**config.mk**
```make
export PLATFORM = sky130hd
export DESIGN_NAME = cpu_seq
export DESIGN_NICKNAME = d
export VERILOG_FILES = /design/src/rtl/cpu_seq_pkg.sv /design/src/rtl/cpu_decoder.sv /design/src/rtl/cpu_seq.sv
export SDC_FILE = /design/constraint.sdc
export NUM_CORES = 1
export LEC_CHECK = 0
export ABC_AREA = 1
export BUFFER_PORTS_ARGS = -buffer_cell sky130_fd_sc_hd__buf_4
export CORE_ASPECT_RATIO = 0.75
export CORE_MARGIN = 2
export CORE_UTILIZATION = 34
export CTS_CLUSTER_SIZE = 28
export DETAILED_ROUTE_END_ITERATION = 10
export PLACE_DENSITY = 0.59
export SLEW_MARGIN = 20
export SYNTH_ARGS = -nofsm -noshare
export SYNTH_HDL_FRONTEND = slang
export SYNTH_HIERARCHICAL = 1
export SYNTH_SLANG_ARGS = --single-unit
export TNS_END_PERCENT = 20
```
**constraint.sdc**
```tcl
create_clock -name clk -period 2.4 [get_ports clk]
set_clock_uncertainty 0.1 [all_clocks]
set_input_delay 0.36 -clock clk [delete_from_list [all_inputs] [get_ports clk]]
set_output_delay 0.36 -clock clk [all_outputs]
set_load 0.1 [all_outputs]
```
**src/rtl/cpu_seq_pkg.sv**
```systemverilog
// Shared types and constants for the multi-cycle instruction sequencer:
// FSM states, control word layout, ALU operation codes and opcodes.
package cpu_seq_pkg;

    localparam int DEFAULT_TIMEOUT = 255;

    localparam logic [6:0] OP_R     = 7'b0110011;
    localparam logic [6:0] OP_IALU  = 7'b0010011;
    localparam logic [6:0] OP_LOAD  = 7'b0000011;
    localparam logic [6:0] OP_STORE = 7'b0100011;
    localparam logic [6:0] OP_JAL   = 7'b1101111;
    localparam logic [6:0] OP_JALR  = 7'b1100111;
    localparam logic [6:0] OP_AUIPC = 7'b0010111;

    typedef enum logic [2:0] {
        ST_IDLE   = 3'd0,
        ST_FETCH  = 3'd1,
        ST_DECODE = 3'd2,
        ST_EXEC   = 3'd3,
        ST_MEM    = 3'd4,
        ST_WB     = 3'd5,
        ST_HALT   = 3'd6
    } t_seq_state;

    typedef enum logic [3:0] {
        ALU_ADD  = 4'b0000,
        ALU_SLL  = 4'b0001,
        ALU_SLT  = 4'b0010,
        ALU_SLTU = 4'b0011,
        ALU_XOR  = 4'b0100,
        ALU_SRL  = 4'b0101,
        ALU_OR   = 4'b0110,
        ALU_AND  = 4'b0111,
        ALU_SUB  = 4'b1000,
        ALU_SRA  = 4'b1101
    } t_alu_op;

    typedef struct packed {
        t_alu_op    alu_op;
        logic       sel_alu_imm;
        logic       sel_alu_pc;
        logic       sel_dmem_wb;
        logic       sel_wb;
        logic       sel_next_pc_alu_out;
        logic       reg_wr_en;
        logic       mem_wr_en;
        logic [3:0] mem_byt_en;
    } t_ctrl;

    // Byte lanes for SB/SH/SW, selected by the low bits of funct3
    function automatic logic [3:0] store_byte_en(input logic [1:0] size);
        case (size)
            2'b00:   return 4'b0001;
            2'b01:   return 4'b0011;
            default: return 4'b1111;
        endcase
    endfunction

endpackage

```
**src/rtl/cpu_decoder.sv**
```systemverilog
// Pure combinational opcode/funct decode into the datapath control word.
// Write enables are left clear; the sequencer owns them per state.
module cpu_decoder
    import cpu_seq_pkg::*;
(
    input  logic [31:0] instr,
    output t_ctrl       ctrl,
    output logic        legal
);

    logic [6:0] opcode_s;
    logic [2:0] funct3_s;
    logic       funct7_b5_s;
    logic       unused_bits_s;

    assign opcode_s      = instr[6:0];
    assign funct3_s      = instr[14:12];
    assign funct7_b5_s   = instr[30];
    assign unused_bits_s = ^{instr[31], instr[29:15], instr[11:7]};

    // Opcode to control word
    always_comb begin
        ctrl  = '0;
        legal = 1'b0;
        case (opcode_s)
            OP_R: begin
                legal       = 1'b1;
                ctrl.alu_op = t_alu_op'({funct7_b5_s, funct3_s});
            end
            OP_IALU: begin
                legal            = 1'b1;
                ctrl.sel_alu_imm = 1'b1;
                ctrl.alu_op      = t_alu_op'({(funct3_s == 3'b101) & funct7_b5_s, funct3_s});
            end
            OP_LOAD: begin
                legal            = 1'b1;
                ctrl.sel_alu_imm = 1'b1;
                ctrl.sel_dmem_wb = 1'b1;
                ctrl.mem_byt_en  = 4'b1111;
            end
            OP_STORE: begin
                legal            = 1'b1;
                ctrl.sel_alu_imm = 1'b1;
                ctrl.mem_byt_en  = store_byte_en(funct3_s[1:0]);
            end
            OP_JAL: begin
                legal                    = 1'b1;
                ctrl.sel_alu_imm         = 1'b1;
                ctrl.sel_alu_pc          = 1'b1;
                ctrl.sel_wb              = 1'b1;
                ctrl.sel_next_pc_alu_out = 1'b1;
            end
            OP_JALR: begin
                legal                    = 1'b1;
                ctrl.sel_alu_imm         = 1'b1;
                ctrl.sel_wb              = 1'b1;
                ctrl.sel_next_pc_alu_out = 1'b1;
            end
            OP_AUIPC: begin
                legal            = 1'b1;
                ctrl.sel_alu_imm = 1'b1;
                ctrl.sel_alu_pc  = 1'b1;
            end
            default: begin
                legal = 1'b0;
            end
        endcase
    end

endmodule

```
**src/rtl/cpu_seq.sv**
```systemverilog
// Multi-cycle fetch/decode/execute sequencer with ack timeouts and sticky halt.
// Outputs are registered from the next state except pc_en, which marks retirement.
module cpu_seq
    import cpu_seq_pkg::*;
#(
    parameter int TIMEOUT = DEFAULT_TIMEOUT
) (
    input  logic        clk,
    input  logic        rst_n,
    output logic        imem_req,
    input  logic        imem_ack,
    input  logic [31:0] imem_rdata,
    output logic        dmem_req,
    input  logic        dmem_ack,
    output t_ctrl       ctrl,
    output logic [31:0] instr_q,
    output logic        pc_en,
    output logic        halted,
    output logic        err_illegal,
    output logic        err_timeout,
    output logic [31:0] retired
);

    localparam int CNT_W = (TIMEOUT > 0) ? $clog2(TIMEOUT + 1) : 1;
    localparam logic [CNT_W-1:0] TIMEOUT_CNT = CNT_W'(TIMEOUT);

    t_seq_state       state_r, state_nxt_s;
    logic [31:0]      instr_r, retired_r;
    logic [CNT_W-1:0] wait_cnt_r;
    logic             halted_r, err_illegal_r, err_timeout_r, imem_req_r, dmem_req_r;
    t_ctrl            ctrl_r, ctrl_nxt_s, dec_ctrl_s;
    logic             dec_legal_s, is_load_s, is_store_s, wait_done_s;
    logic             timeout_s, illegal_s, retire_s;

    cpu_decoder u_decoder (
        .instr (instr_r),
        .ctrl  (dec_ctrl_s),
        .legal (dec_legal_s)
    );

    assign is_load_s   = (instr_r[6:0] == OP_LOAD);
    assign is_store_s  = (instr_r[6:0] == OP_STORE);
    assign wait_done_s = (wait_cnt_r == TIMEOUT_CNT);
    assign retire_s    = (state_r == ST_WB) || ((state_r == ST_MEM) && is_store_s && dmem_ack);

    // Next-state selection; an ack on the last allowed cycle wins over the timeout
    always_comb begin
        state_nxt_s = state_r;
        timeout_s   = 1'b0;
        illegal_s   = 1'b0;
        case (state_r)
            ST_IDLE:   state_nxt_s = ST_FETCH;
            ST_FETCH: begin
                if (imem_ack) begin
                    state_nxt_s = ST_DECODE;
                end else if (wait_done_s) begin
                    state_nxt_s = ST_HALT;
                    timeout_s   = 1'b1;
                end else begin
                    state_nxt_s = ST_FETCH;
                end
            end
            ST_DECODE: begin
                if (dec_legal_s) begin
                    state_nxt_s = ST_EXEC;
                end else begin
                    state_nxt_s = ST_HALT;
                    illegal_s   = 1'b1;
                end
            end
            ST_EXEC: begin
                if (is_load_s || is_store_s) begin
                    state_nxt_s = ST_MEM;
                end else begin
                    state_nxt_s = ST_WB;
                end
            end
            ST_MEM: begin
                if (dmem_ack) begin
                    state_nxt_s = is_store_s ? ST_FETCH : ST_WB;
                end else if (wait_done_s) begin
                    state_nxt_s = ST_HALT;
                    timeout_s   = 1'b1;
                end else begin
                    state_nxt_s = ST_MEM;
                end
            end
            ST_WB:     state_nxt_s = ST_FETCH;
            ST_HALT:   state_nxt_s = ST_HALT;
            default:   state_nxt_s = ST_HALT;
        endcase
    end

    // Control word for the upcoming state; zero outside EXEC/MEM/WB
    always_comb begin
        ctrl_nxt_s = '0;
        if (state_nxt_s inside {ST_EXEC, ST_MEM, ST_WB}) begin
            ctrl_nxt_s           = dec_ctrl_s;
            ctrl_nxt_s.reg_wr_en = (state_nxt_s == ST_WB);
            ctrl_nxt_s.mem_wr_en = (state_nxt_s == ST_MEM) && is_store_s;
        end else begin
            ctrl_nxt_s = '0;
        end
    end

    // Sequencer state, instruction register, counters and registered outputs
    always_ff @(posedge clk or negedge rst_n) begin
        if (!rst_n) begin
            state_r       <= ST_IDLE;
            instr_r       <= 32'd0;
            wait_cnt_r    <= '0;
            retired_r     <= 32'd0;
            halted_r      <= 1'b0;
            err_illegal_r <= 1'b0;
            err_timeout_r <= 1'b0;
            imem_req_r    <= 1'b0;
            dmem_req_r    <= 1'b0;
            ctrl_r        <= '0;
        end else begin
            state_r <= state_nxt_s;
            if ((state_r == ST_FETCH) && imem_ack) begin
                instr_r <= imem_rdata;
            end
            if ((state_nxt_s == state_r) && ((state_r == ST_FETCH) || (state_r == ST_MEM))) begin
                wait_cnt_r <= wait_cnt_r + CNT_W'(1);
            end else begin
                wait_cnt_r <= '0;
            end
            if (retire_s) begin
                retired_r <= retired_r + 32'd1;
            end
            halted_r      <= halted_r | (state_nxt_s == ST_HALT);
            err_illegal_r <= err_illegal_r | illegal_s;
            err_timeout_r <= err_timeout_r | timeout_s;
            imem_req_r    <= (state_nxt_s == ST_FETCH);
            dmem_req_r    <= (state_nxt_s == ST_MEM);
            ctrl_r        <= ctrl_nxt_s;
        end
    end

    assign imem_req    = imem_req_r;
    assign dmem_req    = dmem_req_r;
    assign ctrl        = ctrl_r;
    assign instr_q     = instr_r;
    assign pc_en       = retire_s;
    assign halted      = halted_r;
    assign err_illegal = err_illegal_r;
    assign err_timeout = err_timeout_r;
    assign retired     = retired_r;

endmodule

```
==> run_results.csv <==
group,metric,value,unit
status,status,"completed",
critical_path,cp_max_fo,10,
routing,routed_wl,13000,um
grt,grt_start_max_net_pins,43,
grt,grt_pass1_vias,4228,
timing,tightestPinTransition,858,ps
finish,area_growth,30.2,%
routing,initialDrtViolationCount,334,
timing,relSlewSlack,0.427,
grt,grt_pass1_wl,21400,um
clocking,post_cts_buffers,0,
timing,setup_ws,128,ps
clocking,clock_sinks,95,
critical_path,required,1940,ps
clocking,cts_buffer_depth,2,
clocking,path_clk_slew,60,ps
grt,antenna_found_initial,0,
critical_path,worst_setup_path_start_kind,"flip-flop",
die,die_y,106,um
critical_path,crit_path_end_kind,"output port",
finish,fin_nets,780,
finish,n_antenna_cell,0,
routing,post_drt_wl_per_cell,14.1,um
finish,stdcell_count,922,
yosys,ys_warn_count,6,
finish,drive_above_1_share,0.228,
die,die_x,140,um
power,power_density,1370,nW/um2
worst_hold_path,hold_class,"in2reg",
grt,grtUsageTotal,0.181,
timing,period_share,0.947,
place,io_buffers,120,
power,p_total,8.50,mW
clocking,cts_tree,"yes",
critical_path,critPathArrivalTime,1810,ps
routing,antenna_left,0,
timing,period_needed,2270,ps
clocking,ctsHtreeMaxLevel,3,
die,die_area,14900,um2
finish,final_area,6190,um2
timing,finalSetupViolations,0,
critical_path,worstSetupPathType,"reg2out",
grt,overflow,0,
place,hpwl,9880,um
power,ir_worst_vdd,0.000905,V
routing,vias_per_cell,4.71,
timing,hold_viol,0,
yosys,synth_nets,656,
die,core,13700,um2
timing,rsz0062_at_grt,"no",
routing,firstDrtPassIters,5,
clocking,clk_latency,340,ps
place,dp_slack,397,ps
routing,vias,4342,
yosys,syn_inst,618,
die,rows,37,
yosys,postSynthAreaPerCell,7.69,um2
clocking,cts_buffers,9,
power,power.leakage,3.05,nW
timing,drv_slew,0,
run,max_cap_viol_count,0,
die,io_pins,121,
clocking,clock-root-buffer,"clkbuf_16",
timing,setup_tns,0,ps
place,gp_congestion,0.893,
place,place_inst,905,
place,placed_area,5860,um2
yosys,synth_area,4750,um2
die,initial_core_util,0.347,
routing,drcViolationCount,0,
timing,fmax,440,MHz
report_power, final:
part           total, mW  switching [mW]  internal, mW
Clock               1.46           0.592         0.869
Sequential          2.37           0.383          1.99
Combinational       4.67            3.76         0.905
worst paths after layout:
kind | start | to | slack [ps] | depth (start not counted)
worst max-delay path | instr_q[3] | pc_en | 130 | 6
worst max register to register | instr_q[3] | retired[15] | 360 | 9
worst min register to register | instr_q[7] | instr_q[7] | 370 | 2
max in group asynchronous | rst_n | instr_q[1] | 1160 | 3
min in group asynchronous | rst_n | retired[26] | 420 | 2
worst min-delay path | imem_rdata[21] | instr_q[21] | 120 | 3
sequential cells by signal, summed over array words and instances (netlist names):
register	count
dmem_req	1
halted	1
err_timeout	1
imem_req	1
ctrl	15
retired	32
wait_cnt_r	8
err_illegal	1
instr_q	32
state_r	3
per-layer routing:
layer / part of all wire / up-vias / track usage
li1: - / 2171 / -
met1: 0.47 / 2019 / 0.251
met2: 0.43 / 139 / 0.275
met3: 0.086 / 13 / 0.0635
met4: 0.0090 / 0 / 0.0386
met5: 0 / - / 0
area by class of cell:
class / instances / area (um2)
fill: 1358 / 7520
sequential: 95 / 2380
multi-input combinational: 453 / 2080
timing repair buffer: 128 / 992
clock buffer: 14 / 264
tap: 175 / 219
inverter: 55 / 206
clock inverter: 2 / 38.8
cell usage in the layout, fill, tap and decap left out, drive strengths merged:
cell           n
inv           55
dlygate4sd3    1
nand2        258
nor2          71
clkinv         1
bufinv         1
a21o           1
nor4           1
a21oi          4
nand3         38
o21ai         18
nand4          1
or2            1
ha             2
buf          127
clkbuf        14
xnor2          9
o21bai         2
xor2           9
nor3          22
a21boi        13
nand3b         3
dfrtp         95
critical path: stages, from the launching register on:
cell and delay, ps:
dfrtp_1 440, nor2_1 160, nand2_1 100, nor2_1 180, nand3_1 170, nand2_4 180, buf_6 250
stage by stage:
| step | utilization | hold slack [ps] |
|---|---|---|
| 3_5_place_dp | 0.428 | 252 |
| 3_3_place_gp | 0.428 | 249 |
| 5_1_grt | 0.451 | 118 |
| 6_report | 0.451 | 122 |
| 4_1_cts | 0.451 | 109 |
| 2_1_floorplan | - | -35.6 |
repair_timing:
action | in CTS | in global routing
hold buffers | 1 | 0
resized for setup | 0 | 2
hold endpoints to repair | 31 | 0
setup endpoints to repair | 0 | 1
No activity file was read; power rests on OpenSTA's default activity.
